$ cat src/rtl/r2_sched_pkg.sv
// Shared types and default latencies for the r2 pair scheduler.
// Holds the sweep FSM state encoding and the default memory/r2 pipeline latencies.
package r2_sched_pkg;

    typedef enum logic [1:0] {
        IDLE  = 2'd0,
        ISSUE = 2'd1,
        DRAIN = 2'd2,
        DONE  = 2'd3
    } sched_state_t;

    localparam int DEF_R2_LATENCY = 17;
    localparam int DEF_RD_LATENCY = 1;

endpackage

$ cat src/rtl/r2_tag_delay.sv
// Fixed-depth delay line carrying a valid bit and a payload word.
// Also reports whether any entry other than the output stage is still valid.
module r2_tag_delay #(
    parameter int DEPTH = 18,
    parameter int WIDTH = 16
) (
    input  logic             clk,
    input  logic             rst,
    input  logic             in_valid,
    input  logic [WIDTH-1:0] in_data,
    output logic             out_valid,
    output logic [WIDTH-1:0] out_data,
    output logic             pending
);

    logic [DEPTH-1:0] valid_sr;
    logic [WIDTH-1:0] data_sr [DEPTH];

    // NOTE: sequential state uses non-blocking assignments so every stage
    // samples its predecessor's old value; blocking here would collapse the line.
    always_ff @(posedge clk) begin
        if (rst) begin
            valid_sr <= '0;
        end else begin
            valid_sr[0] <= in_valid;
            for (int k = 1; k < DEPTH; k++) begin
                valid_sr[k] <= valid_sr[k-1];
            end
        end
    end

    // NOTE: the payload array is deliberately not reset; only the valid bits
    // matter, and the payload is qualified by them at the consumer.
    always_ff @(posedge clk) begin
        data_sr[0] <= in_data;
        for (int k = 1; k < DEPTH; k++) begin
            data_sr[k] <= data_sr[k-1];
        end
    end

    // NOTE: the accumulator gets its default before the loop, so this block
    // is purely combinational and infers no latch.
    always_comb begin
        pending = 1'b0;
        for (int k = 0; k < DEPTH - 1; k++) begin
            pending = pending | valid_sr[k];
        end
    end

    assign out_valid = valid_sr[DEPTH-1];
    assign out_data  = data_sr[DEPTH-1];

endmodule

$ cat src/rtl/r2_pair_scheduler.sv
// Cell-pair sweep scheduler: issues (i,j) particle reads and tags them through the r2 pipeline.
// Define R2_HALF_SHELL_EN to issue only j>i pairs when the two cells are the same cell.
module r2_pair_scheduler
    import r2_sched_pkg::*;
#(
    parameter int ADDR_WIDTH = 8,
    parameter int R2_LATENCY = DEF_R2_LATENCY,
    parameter int RD_LATENCY = DEF_RD_LATENCY
) (
    input  logic                    clk,
    input  logic                    rst,
    input  logic                    start,
    input  logic [ADDR_WIDTH-1:0]   home_count,
    input  logic [ADDR_WIDTH-1:0]   nb_count,
    input  logic                    same_cell,
    input  logic                    stall,
    output logic [ADDR_WIDTH-1:0]   home_rd_addr,
    output logic [ADDR_WIDTH-1:0]   nb_rd_addr,
    output logic                    rd_en,
    output logic                    r2_enable,
    output logic                    tag_valid,
    output logic [ADDR_WIDTH-1:0]   tag_home_id,
    output logic [ADDR_WIDTH-1:0]   tag_nb_id,
    output logic [2*ADDR_WIDTH-1:0] pair_cnt,
    output logic                    busy,
    output logic                    done
);

    localparam int TAG_DEPTH = RD_LATENCY + R2_LATENCY;
    localparam int TAG_W     = 2 * ADDR_WIDTH;

    sched_state_t            state_q, state_d;
    logic [ADDR_WIDTH-1:0]   home_q, nb_q;
    logic                    half_q;
    logic [ADDR_WIDTH-1:0]   i_q, j_q;
    logic [2*ADDR_WIDTH-1:0] pair_cnt_q;

    logic                    half_start;
    logic                    zero_pairs;
    logic [ADDR_WIDTH:0]     i_inc, j_inc;
    logic                    row_end, last_row_full, last_row_half, last_pair;
    logic [ADDR_WIDTH-1:0]   next_row_j;
    logic                    issue;

    logic                    tag_out_valid, tag_pending;
    logic [TAG_W-1:0]        tag_out_data;
    logic                    unused_en_data, unused_en_pending;

`ifdef R2_HALF_SHELL_EN
    assign half_start = same_cell;
`else
    logic unused_same_cell;
    assign unused_same_cell = same_cell;
    assign half_start       = 1'b0;
`endif

    // A half-shell sweep of a cell with fewer than two particles has no j>i pair.
    assign zero_pairs = (home_count == '0) || (nb_count == '0) ||
                        (half_start && ((home_count <= ADDR_WIDTH'(1)) ||
                                        (nb_count   <= ADDR_WIDTH'(1))));

    // One extra bit so i+1 / j+1 compare cleanly against a full-range count.
    assign i_inc         = {1'b0, i_q} + (ADDR_WIDTH+1)'(1);
    assign j_inc         = {1'b0, j_q} + (ADDR_WIDTH+1)'(1);
    assign row_end       = (j_inc == {1'b0, nb_q});
    assign last_row_full = (i_inc == {1'b0, home_q});
    assign last_row_half = (i_inc >= {1'b0, home_q}) ||
                           ((i_inc + (ADDR_WIDTH+1)'(1)) >= {1'b0, nb_q});
    assign last_pair     = row_end && (half_q ? last_row_half : last_row_full);
    assign next_row_j    = half_q ? (i_q + ADDR_WIDTH'(2)) : '0;

    always_ff @(posedge clk) begin
        if (rst) begin
            state_q    <= IDLE;
            home_q     <= '0;
            nb_q       <= '0;
            half_q     <= 1'b0;
            i_q        <= '0;
            j_q        <= '0;
            pair_cnt_q <= '0;
        end else begin
            state_q <= state_d;
            if (state_q == IDLE && start) begin
                home_q     <= home_count;
                nb_q       <= nb_count;
                half_q     <= half_start;
                i_q        <= '0;
                j_q        <= half_start ? ADDR_WIDTH'(1) : '0;
                pair_cnt_q <= '0;
            end else if (issue) begin
                pair_cnt_q <= pair_cnt_q + (2*ADDR_WIDTH)'(1);
                if (row_end) begin
                    i_q <= i_q + ADDR_WIDTH'(1);
                    j_q <= next_row_j;
                end else begin
                    j_q <= j_q + ADDR_WIDTH'(1);
                end
            end
        end
    end

    always_comb begin
        state_d = state_q;
        issue   = 1'b0;
        busy    = 1'b1;
        done    = 1'b0;
        case (state_q)
            IDLE: begin
                busy = 1'b0;
                if (start) begin
                    state_d = zero_pairs ? DONE : ISSUE;
                end
            end
            ISSUE: begin
                if (!stall) begin
                    issue = 1'b1;
                    if (last_pair) begin
                        state_d = DRAIN;
                    end
                end
            end
            DRAIN: begin
                // Leave once the final tag is at the output and nothing trails it.
                if (tag_out_valid && !tag_pending) begin
                    state_d = DONE;
                end
            end
            DONE: begin
                done    = 1'b1;
                state_d = IDLE;
            end
            default: begin
                state_d = IDLE;
            end
        endcase
    end

    r2_tag_delay #(
        .DEPTH (TAG_DEPTH),
        .WIDTH (TAG_W)
    ) u_tag_delay (
        .clk       (clk),
        .rst       (rst),
        .in_valid  (issue),
        .in_data   ({i_q, j_q}),
        .out_valid (tag_out_valid),
        .out_data  (tag_out_data),
        .pending   (tag_pending)
    );

    r2_tag_delay #(
        .DEPTH (RD_LATENCY),
        .WIDTH (1)
    ) u_en_delay (
        .clk       (clk),
        .rst       (rst),
        .in_valid  (issue),
        .in_data   (1'b0),
        .out_valid (r2_enable),
        .out_data  (unused_en_data),
        .pending   (unused_en_pending)
    );

    assign rd_en        = issue;
    assign home_rd_addr = i_q;
    assign nb_rd_addr   = j_q;
    assign pair_cnt     = pair_cnt_q;
    assign tag_valid    = tag_out_valid;
    assign tag_home_id  = tag_out_valid ? tag_out_data[TAG_W-1:ADDR_WIDTH] : '0;
    assign tag_nb_id    = tag_out_valid ? tag_out_data[ADDR_WIDTH-1:0] : '0;

endmodule

$ cat config.mk
export PLATFORM = sky130hd
export DESIGN_NAME = r2_pair_scheduler
export DESIGN_NICKNAME = d
export VERILOG_FILES = /design/src/rtl/r2_sched_pkg.sv /design/src/rtl/r2_tag_delay.sv /design/src/rtl/r2_pair_scheduler.sv
export SDC_FILE = /design/constraint.sdc
export NUM_CORES = 1
export LEC_CHECK = 0
export BUFFER_PORTS_ARGS = -buffer_cell sky130_fd_sc_hd__clkbuf_2
export CAP_MARGIN = 40
export CELL_PAD_IN_SITES_DETAIL_PLACEMENT = 0
export CELL_PAD_IN_SITES_GLOBAL_PLACEMENT = 1
export CORE_MARGIN = 10
export CORE_UTILIZATION = 51
export CTS_CLUSTER_DIAMETER = 40
export DETAILED_ROUTE_END_ITERATION = 7
export GPL_TIMING_DRIVEN = 0
export PLACE_DENSITY = 0.85
export REMOVE_ABC_BUFFERS = 1
export SYNTH_ARGS = -nofsm -noshare
export SYNTH_HDL_FRONTEND = slang
export SYNTH_SLANG_ARGS = --single-unit
export TNS_END_PERCENT = 5
$ cat constraint.sdc
create_clock -name clk -period 4.5 [get_ports clk]
set_input_delay 0.45 -clock clk [delete_from_list [all_inputs] [get_ports clk]]
set_output_delay 0.45 -clock clk [all_outputs]
set_load 0.005 [all_outputs]
==> results_dict.tcl, run 1 <==
set metrics [dict create \
    synth.distinct_cells 57 \
    async_reset_ff_share_pct 0 \
    synthMostInstantiatedCell "dfxtp_1" \
    status "completed" \
    vdd_drop_max_uv 315 \
    p_leak_nw 4.47 \
    setup.worst_path.end_class "flip-flop" \
    netlist_instances 687 \
    fp.dieH_um 154 \
    synth_ff_type "dfxtp_1" \
    gp_congestion 0.787 \
    layout_worst_path_cycle_share_pct 70.2 \
    die-area_mm2 0.0236 \
    fp.dieW_um 154 \
    tightestPinTransition_ps 746 \
    regArea_mm2 0.00713 \
    worstPathArrival_ps 3550 \
    final_area_mm2 0.0109 \
    cts_made_buffers 37 \
    wl_met2_um 6560 \
    drt_iter0_markers 213 \
    synth_warnings 0 \
    start_util_pct 52.4 \
    drv_slew 0 \
    m1WireLength_um 5910 \
    port_buffers 72 \
    instances_no_fill 1033 \
    grt_pass1_wl_um 24000 \
    synth_top_area_share_pct 78.2 \
    route.detailed.drc 0 \
    root_buffer "clkbuf_16" \
    grt_use_total_pct 12.0 \
    clk_latency_ps 510 \
    dp.cells 966 \
    synth_area_mm2 0.00912 \
    worst_slew_margin_rel_pct 50.3 \
    dr.pass1.iters 4 \
    crit_required_ps 4890 \
    dp_slack_ps 1350 \
    drt_wl_total_um 14200 \
    core_area_mm2 0.0174 \
    drive_gt1_share_pct 17.8 \
    post-dp-hpwl_um 8880 \
    ys_ff_latch 356 \
    clock-sinks 356 \
    grt-ovfl-total 0 \
    critPathLaunchType "flip-flop" \
    cts_tree "built" \
    multi_input_area_mm2 0.00188 \
    antenna_found_initial 0 \
    cp_max_fo 17 \
    route.met3.wl_um 1350 \
    final.setup.worst_slack_ps 1340 \
    wl_per_cell_um 13.7 \
    fillers 1321 \
    h-tree-depth 2 \
    maxCapViolCount 0 \
    area_growth_pct 20.0 \
    final-setup-viol-count 0 \
    top_layer "met4" \
    finalPower_mw 6.57 \
    r2r_slack_ps 1340 \
    fin_skew_ps 17.8 \
    placed_area_mm2 0.00969 \
    nets 809 \
    via_per_inst 4.78 \
    hold_buffers 0 \
    ant_nets 0 \
    power_density_mw_per_mm2 600 \
    timing.hold.ws_ps 180 \
    vias 4942 \
    yosys.area.top_type "dfxtp_1" \
    diodes 0 \
    rsz0062_at_grt "no" \
    ctsResizeCount 0 \
    cts.path.max_buffers 3 \
    yosys-top-cells-count "dfxtp_1 (356), nand2_1 (62), nor2_1 (29)" \
    period_needed_ps 3160 \
    grt_max_degree 41 \
    fin_util_pct 62.8 \
    std_cell_rows 48 \
    io_pins 74 \
    hold_path.class "in2reg" \
    path_class "reg2reg" \
    fmax_mhz 317 \
    finalHoldViolations 0 \
    cts_setup_buffers 0 \
    first_global_vias 5171 \
    synth.top_cells.by_area "dfxtp_1 (78%), nand2_1 (2.6%), xor2_1 (1.5%)" \
    tns_ps 0 \
    ys_seq_area_share_pct 78.2 \
    synth_edf_count 0 \
    clk_pin_slew_ps 60 \
    syn_area_per_cell_um2 13.3 \
]
-- registers in the layout (all words and copies together), names as in the netlist --
register              count
home_q                    8
home_rd_addr              8
nb_q                      8
nb_rd_addr                8
pair_cnt                 16
state_q                   2
u_tag_delay.data_sr     288
u_tag_delay.valid_sr     18
-- routing by layer --
layer | vias up | global-route usage, %
li1 | 2479 | -
met1 | 2286 | 13.4
met3 | 36 | 5.33
met4 | 0 | 5.76
met5 | - | 0
met2 | 141 | 19.3
-- path summary, 6_finish.rpt --
| path | from | end | cells after the start |
|---|---|---|---|
| min | home_count[4] | home_q[4]$_SDFFE_PP0P_ | 3 |
| min reg2reg | u_tag_delay.data_sr[0][11]$_DFF_P_ | u_tag_delay.data_sr[1][11]$_DFF_P_ | 0 |
| max reg2reg | nb_rd_addr[0]$_SDFFE_PP0P_ | nb_rd_addr[3]$_SDFFE_PP0P_ | 7 |
| max | nb_rd_addr[0]$_SDFFE_PP0P_ | nb_rd_addr[3]$_SDFFE_PP0P_ | 7 |
-- final cells by class --
| type | count | share of cell area (%) |
|---|---|---|
| Clock buffer | 51 | 9.79 |
| Inverter | 6 | 0.206 |
| Clock inverter | 16 | 1.60 |
| Multi-Input combinational cell | 305 | 17.2 |
| Sequential cell | 356 | 65.1 |
| Tap cell | 225 | 2.57 |
| Timing Repair Buffer | 74 | 3.50 |
-- layout by cell type, fill, tap and decap left out, drive strengths merged, types with 8 or more instances in the layout --
| cell | n |
|---|---|
| xor2 | 16 |
| a21oi | 25 |
| ha | 8 |
| nand2 | 62 |
| o21ai | 17 |
| nor2b | 18 |
| nand3 | 10 |
| xnor2 | 11 |
| inv | 13 |
| dfxtp | 356 |
| clkbuf | 123 |
| nor2 | 29 |
| nor4 | 9 |
| and2 | 21 |
-- logic make-up (layout without fill, tap and decap cells) --
kind of cell | Yosys count | count (layout) | share of synthesized area [%]
flops | 356 | 356 | 78.2
simple gates | 188 | 188 | 10.7
compound gates | 79 | 79 | 5.90
xor+xnor | 27 | 27 | 2.59
buf+inv | 26 | 147 | 1.23
fa+ha+maj | 8 | 8 | 1.10
mux | 3 | 3 | 0.329
-- power breakdown --
part | internal (mW) | switching, mW
logic | 0.117 | 0.221
clock network | 1.77 | 1.21
registers | 3.21 | 0.0364
total | 5.10 | 1.47
-- critical path, stage by stage (launching register included) --
cell and delay, ps:
dfxtp_1 490, ha_1 350, nand2_1 150, or3_4 410, a2111oi_4 430, and4_1 730
nor2_1 220, a32o_2 280
No activity file was read; power rests on OpenSTA's default activity.
==> run 2, diff against run 1 <==
--- a/config.mk
+++ b/config.mk
@@ -5,16 +5,17 @@
 export SDC_FILE = /design/constraint.sdc
 export NUM_CORES = 1
 export LEC_CHECK = 0
+export ABC_AREA = 1
 export BUFFER_PORTS_ARGS = -buffer_cell sky130_fd_sc_hd__clkbuf_2
 export CAP_MARGIN = 40
 export CELL_PAD_IN_SITES_DETAIL_PLACEMENT = 0
 export CELL_PAD_IN_SITES_GLOBAL_PLACEMENT = 1
 export CORE_MARGIN = 10
-export CORE_UTILIZATION = 51
+export CORE_UTILIZATION = 46
 export CTS_CLUSTER_DIAMETER = 40
 export DETAILED_ROUTE_END_ITERATION = 7
 export GPL_TIMING_DRIVEN = 0
-export PLACE_DENSITY = 0.85
+export PLACE_DENSITY = 0.79
 export REMOVE_ABC_BUFFERS = 1
 export SYNTH_ARGS = -nofsm -noshare
 export SYNTH_HDL_FRONTEND = slang
==> constraint.sdc (replaced) <==
create_clock -name clk -period 3.16 [get_ports clk]
set_input_delay 0.316 -clock clk [delete_from_list [all_inputs] [get_ports clk]]
set_output_delay 0.316 -clock clk [all_outputs]
set_load 0.005 [all_outputs]
==> run 2 against run 1 <==
Net effect:
- first-iteration DRC count increased by 5.2%
- final area increased by 1.2%
- clock skew decreased by 4.3 ps
- combinational power increased by 61%
- non-clock buffer count decreased by 1
- sequential power increased by 45%
- highest routed layer unchanged
==> results_dict.tcl, run 2 <==
set metrics [dict create \
    yosys.area.top_type "dfxtp_1" \
    finalHoldViolations 0 \
    synth_area_mm2 0.00920 \
    cp_max_fo 26 \
    clock-sinks 356 \
    drv_slew 0 \
    root_buffer "clkbuf_16" \
    power_density_mw_per_mm2 847 \
    critPathLaunchType "flip-flop" \
    rsz0062_at_grt "no" \
    fin_skew_ps 13.6 \
    antenna_found_initial 0 \
    vias 5102 \
    synthMostInstantiatedCell "dfxtp_1" \
    vdd_drop_max_uv 398 \
    placed_area_mm2 0.00987 \
    period_needed_ps 2770 \
    synth_ff_type "dfxtp_1" \
    cts_tree "built" \
    final-setup-viol-count 0 \
    path_class "reg2reg" \
    tightestPinTransition_ps 701 \
    path_cells "inv_1, ha_1, nand2_1, inv_1, nor2_2, buf_6, inv_1, nor3_1" \
    core_area_mm2 0.0196 \
    status "completed" \
    post-dp-hpwl_um 8790 \
    port_buffers 72 \
    fin_util_pct 56.5 \
    h-tree-depth 2 \
    synth.distinct_cells 36 \
    first_global_vias 4951 \
    area_growth_pct 20.3 \
    cts.path.max_buffers 3 \
    nets 924 \
    final_area_mm2 0.0111 \
    tns_ps 0 \
    clk_latency_ps 510 \
    cts_setup_buffers 0 \
    worst_path_largest_cell_delay_ps 530 \
    layout_worst_path_cycle_share_pct 87.5 \
    final.setup.worst_slack_ps 394 \
    crit_required_ps 3580 \
    dp_slack_ps 124 \
    instances_no_fill 1185 \
    ys_ff_latch 356 \
    diodes 0 \
    wl_per_cell_um 11.3 \
    drive_gt1_share_pct 17.6 \
    hold_path.class "in2reg" \
    grt-ovfl-total 0 \
    setup.worst_path.end_class "flip-flop" \
    drt_wl_total_um 13400 \
    std_cell_rows 51 \
    start_util_pct 47.0 \
    drt_iter0_markers 224 \
    async_reset_ff_share_pct 0 \
    die-area_mm2 0.0261 \
    cpMostUsedCell "inv_1" \
    cts_made_buffers 36 \
    dp.cells 1122 \
    dr.pass1.iters 4 \
    largest_register_ff_count 288 \
    top_register "u_tag_delay.data_sr" \
    worst_slew_margin_rel_pct 53.1 \
    syn_area_per_cell_um2 11.6 \
    layout_common_cells "dfxtp_1 (356), nand2_1 (119), inv_1 (83)" \
    grt_use_total_pct 10.7 \
    via_per_inst 4.31 \
    gp_congestion 0.811 \
    ant_nets 0 \
    clk_pin_slew_ps 60 \
    grt_max_degree 27 \
    worstPathArrival_ps 3180 \
    synth.top_cells.by_area "dfxtp_1 (77%), nand2_1 (4.9%), inv_1 (3.4%)" \
    cpMaxStageDelayCell "nand2_1" \
    maxCapViolCount 0 \
    netlist_instances 794 \
    fp.dieH_um 161 \
    ys_seq_area_share_pct 77.4 \
    grt_pass1_wl_um 23100 \
    finalPower_mw 9.38 \
    fp.dieW_um 161 \
    timing.hold.ws_ps 101 \
    route.detailed.drc 0 \
    layout_commonest_cell "dfxtp_1" \
    yosys-top-cells-count "dfxtp_1 (356), nand2_1 (119), inv_1 (83)" \
    synth_warnings 0 \
    io_pins 74 \
    fmax_mhz 362 \
    synth_edf_count 0 \
    synth_top_area_share_pct 77.4 \
    p_leak_nw 4.75 \
]
[run 2: cells by family after synthesis]
family / after synthesis / share of synthesized area, %
and+or+nand+nor: 257 / 12.8
muxes: 1 / 0.109
xor gates and xnor gates: 6 / 0.775
adders and majority gates: 8 / 1.09
AOI/OAI and AO/OA: 70 / 3.93
buffers and inverters: 96 / 3.92
DFF: 356 / 77.4
[run 2: repair_timing]
action / 4_1_cts / 5_1_grt
gates resized for setup: 0 / 1
hold buffers: 0 / 0
endpoints found under the setup margin: 0 / 14
[run 2: critical path, delay by kind of cell, from the launching register on]
family        cells  cell delay, ps
fa+ha+maj         1             230
simple gates      3            1180
buf+inv           4             890
flops             1             370
[run 2: path summary, 6_finish.rpt]
path / slack (ps) / depth (start not counted) / from / end
max reg2reg: 390 / 8 / state_q[0]$_SDFFE_PP0P_ / pair_cnt[6]$_SDFFE_PP0P_
min reg2reg: 310 / 0 / u_tag_delay.data_sr[1][11]$_DFF_P_ / u_tag_delay.data_sr[2][11]$_DFF_P_
max: 390 / 8 / state_q[0]$_SDFFE_PP0P_ / pair_cnt[6]$_SDFFE_PP0P_
min: 100 / 3 / home_count[1] / home_q[1]$_SDFFE_PP0P_
[run 2: area by class of cell]
type | instances | area (µm²)
Clock buffer | 46 | 1020
Clock inverter | 17 | 176
Fill cell | 1708 | 8520
Inverter | 86 | 323
Multi-Input combinational cell | 342 | 1720
Sequential cell | 356 | 7130
Tap cell | 265 | 332
Timing Repair Buffer | 73 | 372
[run 2: where the power goes]
group	switching [mW]	total, mW	internal (mW)
Clock	1.64	4.13	2.48
Sequential	0.0696	4.71	4.64
Combinational	0.350	0.545	0.195
[run 2: routing by layer]
layer	vias to the layer above	routed length, µm	share of wire, %	GRT usage, %
met5	-	0	0	0
met4	0	346	2.6	5.09
met3	31	1010	7.5	4.25
met2	111	5990	45	16.9
met1	2279	6090	45	12.3
li1	2681	-	-	-
==> run 3, diff against run 2 <==
--- a/config.mk
+++ b/config.mk
@@ -5,13 +5,12 @@
 export SDC_FILE = /design/constraint.sdc
 export NUM_CORES = 1
 export LEC_CHECK = 0
-export ABC_AREA = 1
 export BUFFER_PORTS_ARGS = -buffer_cell sky130_fd_sc_hd__clkbuf_2
 export CAP_MARGIN = 40
 export CELL_PAD_IN_SITES_DETAIL_PLACEMENT = 0
 export CELL_PAD_IN_SITES_GLOBAL_PLACEMENT = 1
 export CORE_MARGIN = 10
-export CORE_UTILIZATION = 46
+export CORE_UTILIZATION = 47
 export CTS_CLUSTER_DIAMETER = 40
 export DETAILED_ROUTE_END_ITERATION = 7
 export GPL_TIMING_DRIVEN = 0
==> run 3 against run 2 <==
Net effect:
- non-clock buffer count up 1
- sequential cell count unchanged
- utilization is 1.2 points higher
- critical path type unchanged
- critical endpoint is now nb_rd_addr[3]$_SDFFE_PP0P_
==> results_dict.tcl, run 3 (synthesized netlist as in run 1, its figures left out) <==
set metrics [dict create \
    drt_wl_total_um 14000 \
    root_buffer "clkbuf_16" \
    drv_slew 0 \
    wl_per_cell_um 13.2 \
    cts_made_buffers 35 \
    largest_register_ff_count 288 \
    drive_gt1_share_pct 17.5 \
    std_cell_rows 50 \
    port_buffers 72 \
    ant_nets 0 \
    crit_required_ps 3550 \
    vias 4988 \
    status "completed" \
    drt_iter0_markers 377 \
    route.detailed.drc 0 \
    cts_setup_buffers 0 \
    post-dp-hpwl_um 9110 \
    hold_path.class "in2reg" \
    grt-ovfl-total 0 \
    dp.cells 1001 \
    start_util_pct 48.3 \
    clk_latency_ps 500 \
    critPathLaunchType "flip-flop" \
    fin_skew_ps 14.5 \
    p_leak_nw 4.42 \
    worstPathArrival_ps 3340 \
    gp_congestion 0.818 \
    area_growth_pct 19.6 \
    clock-sinks 356 \
    diodes 0 \
    clk_pin_slew_ps 60 \
    die-area_mm2 0.0254 \
    fp.dieH_um 159 \
    nets 807 \
    path_class "reg2reg" \
    maxCapViolCount 0 \
    cp_max_fo 17 \
    layout_commonest_cell "dfxtp_1" \
    final-setup-viol-count 0 \
    fmax_mhz 339 \
    power_density_mw_per_mm2 840 \
    period_needed_ps 2950 \
    setup.worst_path.end_class "flip-flop" \
    layout_common_cells "dfxtp_1 (356), clkbuf_2 (72), nand2_1 (62)" \
    cts.path.max_buffers 3 \
    layout_worst_path_cycle_share_pct 93.4 \
    final_area_mm2 0.0109 \
    core_area_mm2 0.0189 \
    tightestPinTransition_ps 791 \
    grt_pass1_wl_um 23600 \
    dr.pass1.iters 4 \
    finalHoldViolations 0 \
    io_pins 74 \
    top_register "u_tag_delay.data_sr" \
    placed_area_mm2 0.00974 \
    via_per_inst 4.70 \
    first_global_vias 5056 \
    antenna_found_initial 0 \
    tns_ps 0 \
    vdd_drop_max_uv 445 \
    instances_no_fill 1061 \
    grt_use_total_pct 11.0 \
    fillers 1550 \
    grt_max_degree 41 \
    rsz0062_at_grt "no" \
    cts_tree "built" \
    h-tree-depth 2 \
    fp.dieW_um 159 \
    finalPower_mw 9.16 \
    worst_slew_margin_rel_pct 47.3 \
]
-- run 3: cell count changes in the layout (fill, tap and decap cells not counted), sizes merged, moves of 14 or more --
cell	change
nor2b	+18
o21ai	-14
nand3	-15
nand2	-64
inv	-83
nor2	-55
and2	+21
-- run 3: metal layers --
metal	GRT usage, %	vias to the layer above	part of all wire [%]
li1	-	2478	-
met1	12.9	2324	44
met2	16.8	148	44
met3	4.98	38	9.5
met4	5.01	0	2.9
met5	0	-	0
-- run 3: final timing paths --
| path | from | end | slack (ps) | cells after the start |
|---|---|---|---|---|
| max | nb_rd_addr[0]$_SDFFE_PP0P_ | nb_rd_addr[3]$_SDFFE_PP0P_ | 210 | 7 |
| min | nb_count[4] | nb_q[4]$_SDFFE_PP0P_ | 40 | 3 |
| max reg2reg | nb_rd_addr[0]$_SDFFE_PP0P_ | nb_rd_addr[3]$_SDFFE_PP0P_ | 210 | 7 |
| min reg2reg | u_tag_delay.data_sr[4][13]$_DFF_P_ | u_tag_delay.data_sr[5][13]$_DFF_P_ | 310 | 0 |
-- run 3: final cells by class --
type                            instances  area [µm²]  area share, %
Sequential cell                       356        7130           65.3
Multi-Input combinational cell        305        1880           17.2
Clock buffer                           50        1030           9.47
Timing Repair Buffer                   74         383           3.51
Tap cell                              260         325           2.98
Clock inverter                         10         133           1.22
Inverter                                6        26.3          0.241
-- run 3: stage by stage --
stage | utilization, % | hold slack, ps | setup slack [ps]
2_1_floorplan | - | 310 | 566
3_3_place_gp | 51.4 | 310 | 126
3_5_place_dp | 51.5 | 312 | 40.0
4_1_cts | 57.7 | 34.3 | 33.6
5_1_grt | 57.7 | 51.2 | 60.5
6_report | 57.7 | 44.8 | 209
-- run 3: power breakdown --
group          total [mW]  internal (mW)  switching (mW)  leakage [nW]
Clock                4.05           2.46            1.59         0.575
Sequential           4.63           4.58          0.0525          2.87
Combinational       0.478          0.168           0.310         0.978
-- run 3: what timing repair did --
item,CTS,global route
endpoints found under the setup margin,0,12
resized for setup,0,2
hold buffers,0,0
hold endpoints to repair,0,0
-- run 3: critical path: stages, from the launching register on --
cell and delay, ps:
dfxtp_1 520, ha_1 350, nand2_1 140, or3_4 410, a2111oi_4 410, and4_2 530
nor2_1 180, a32o_2 300
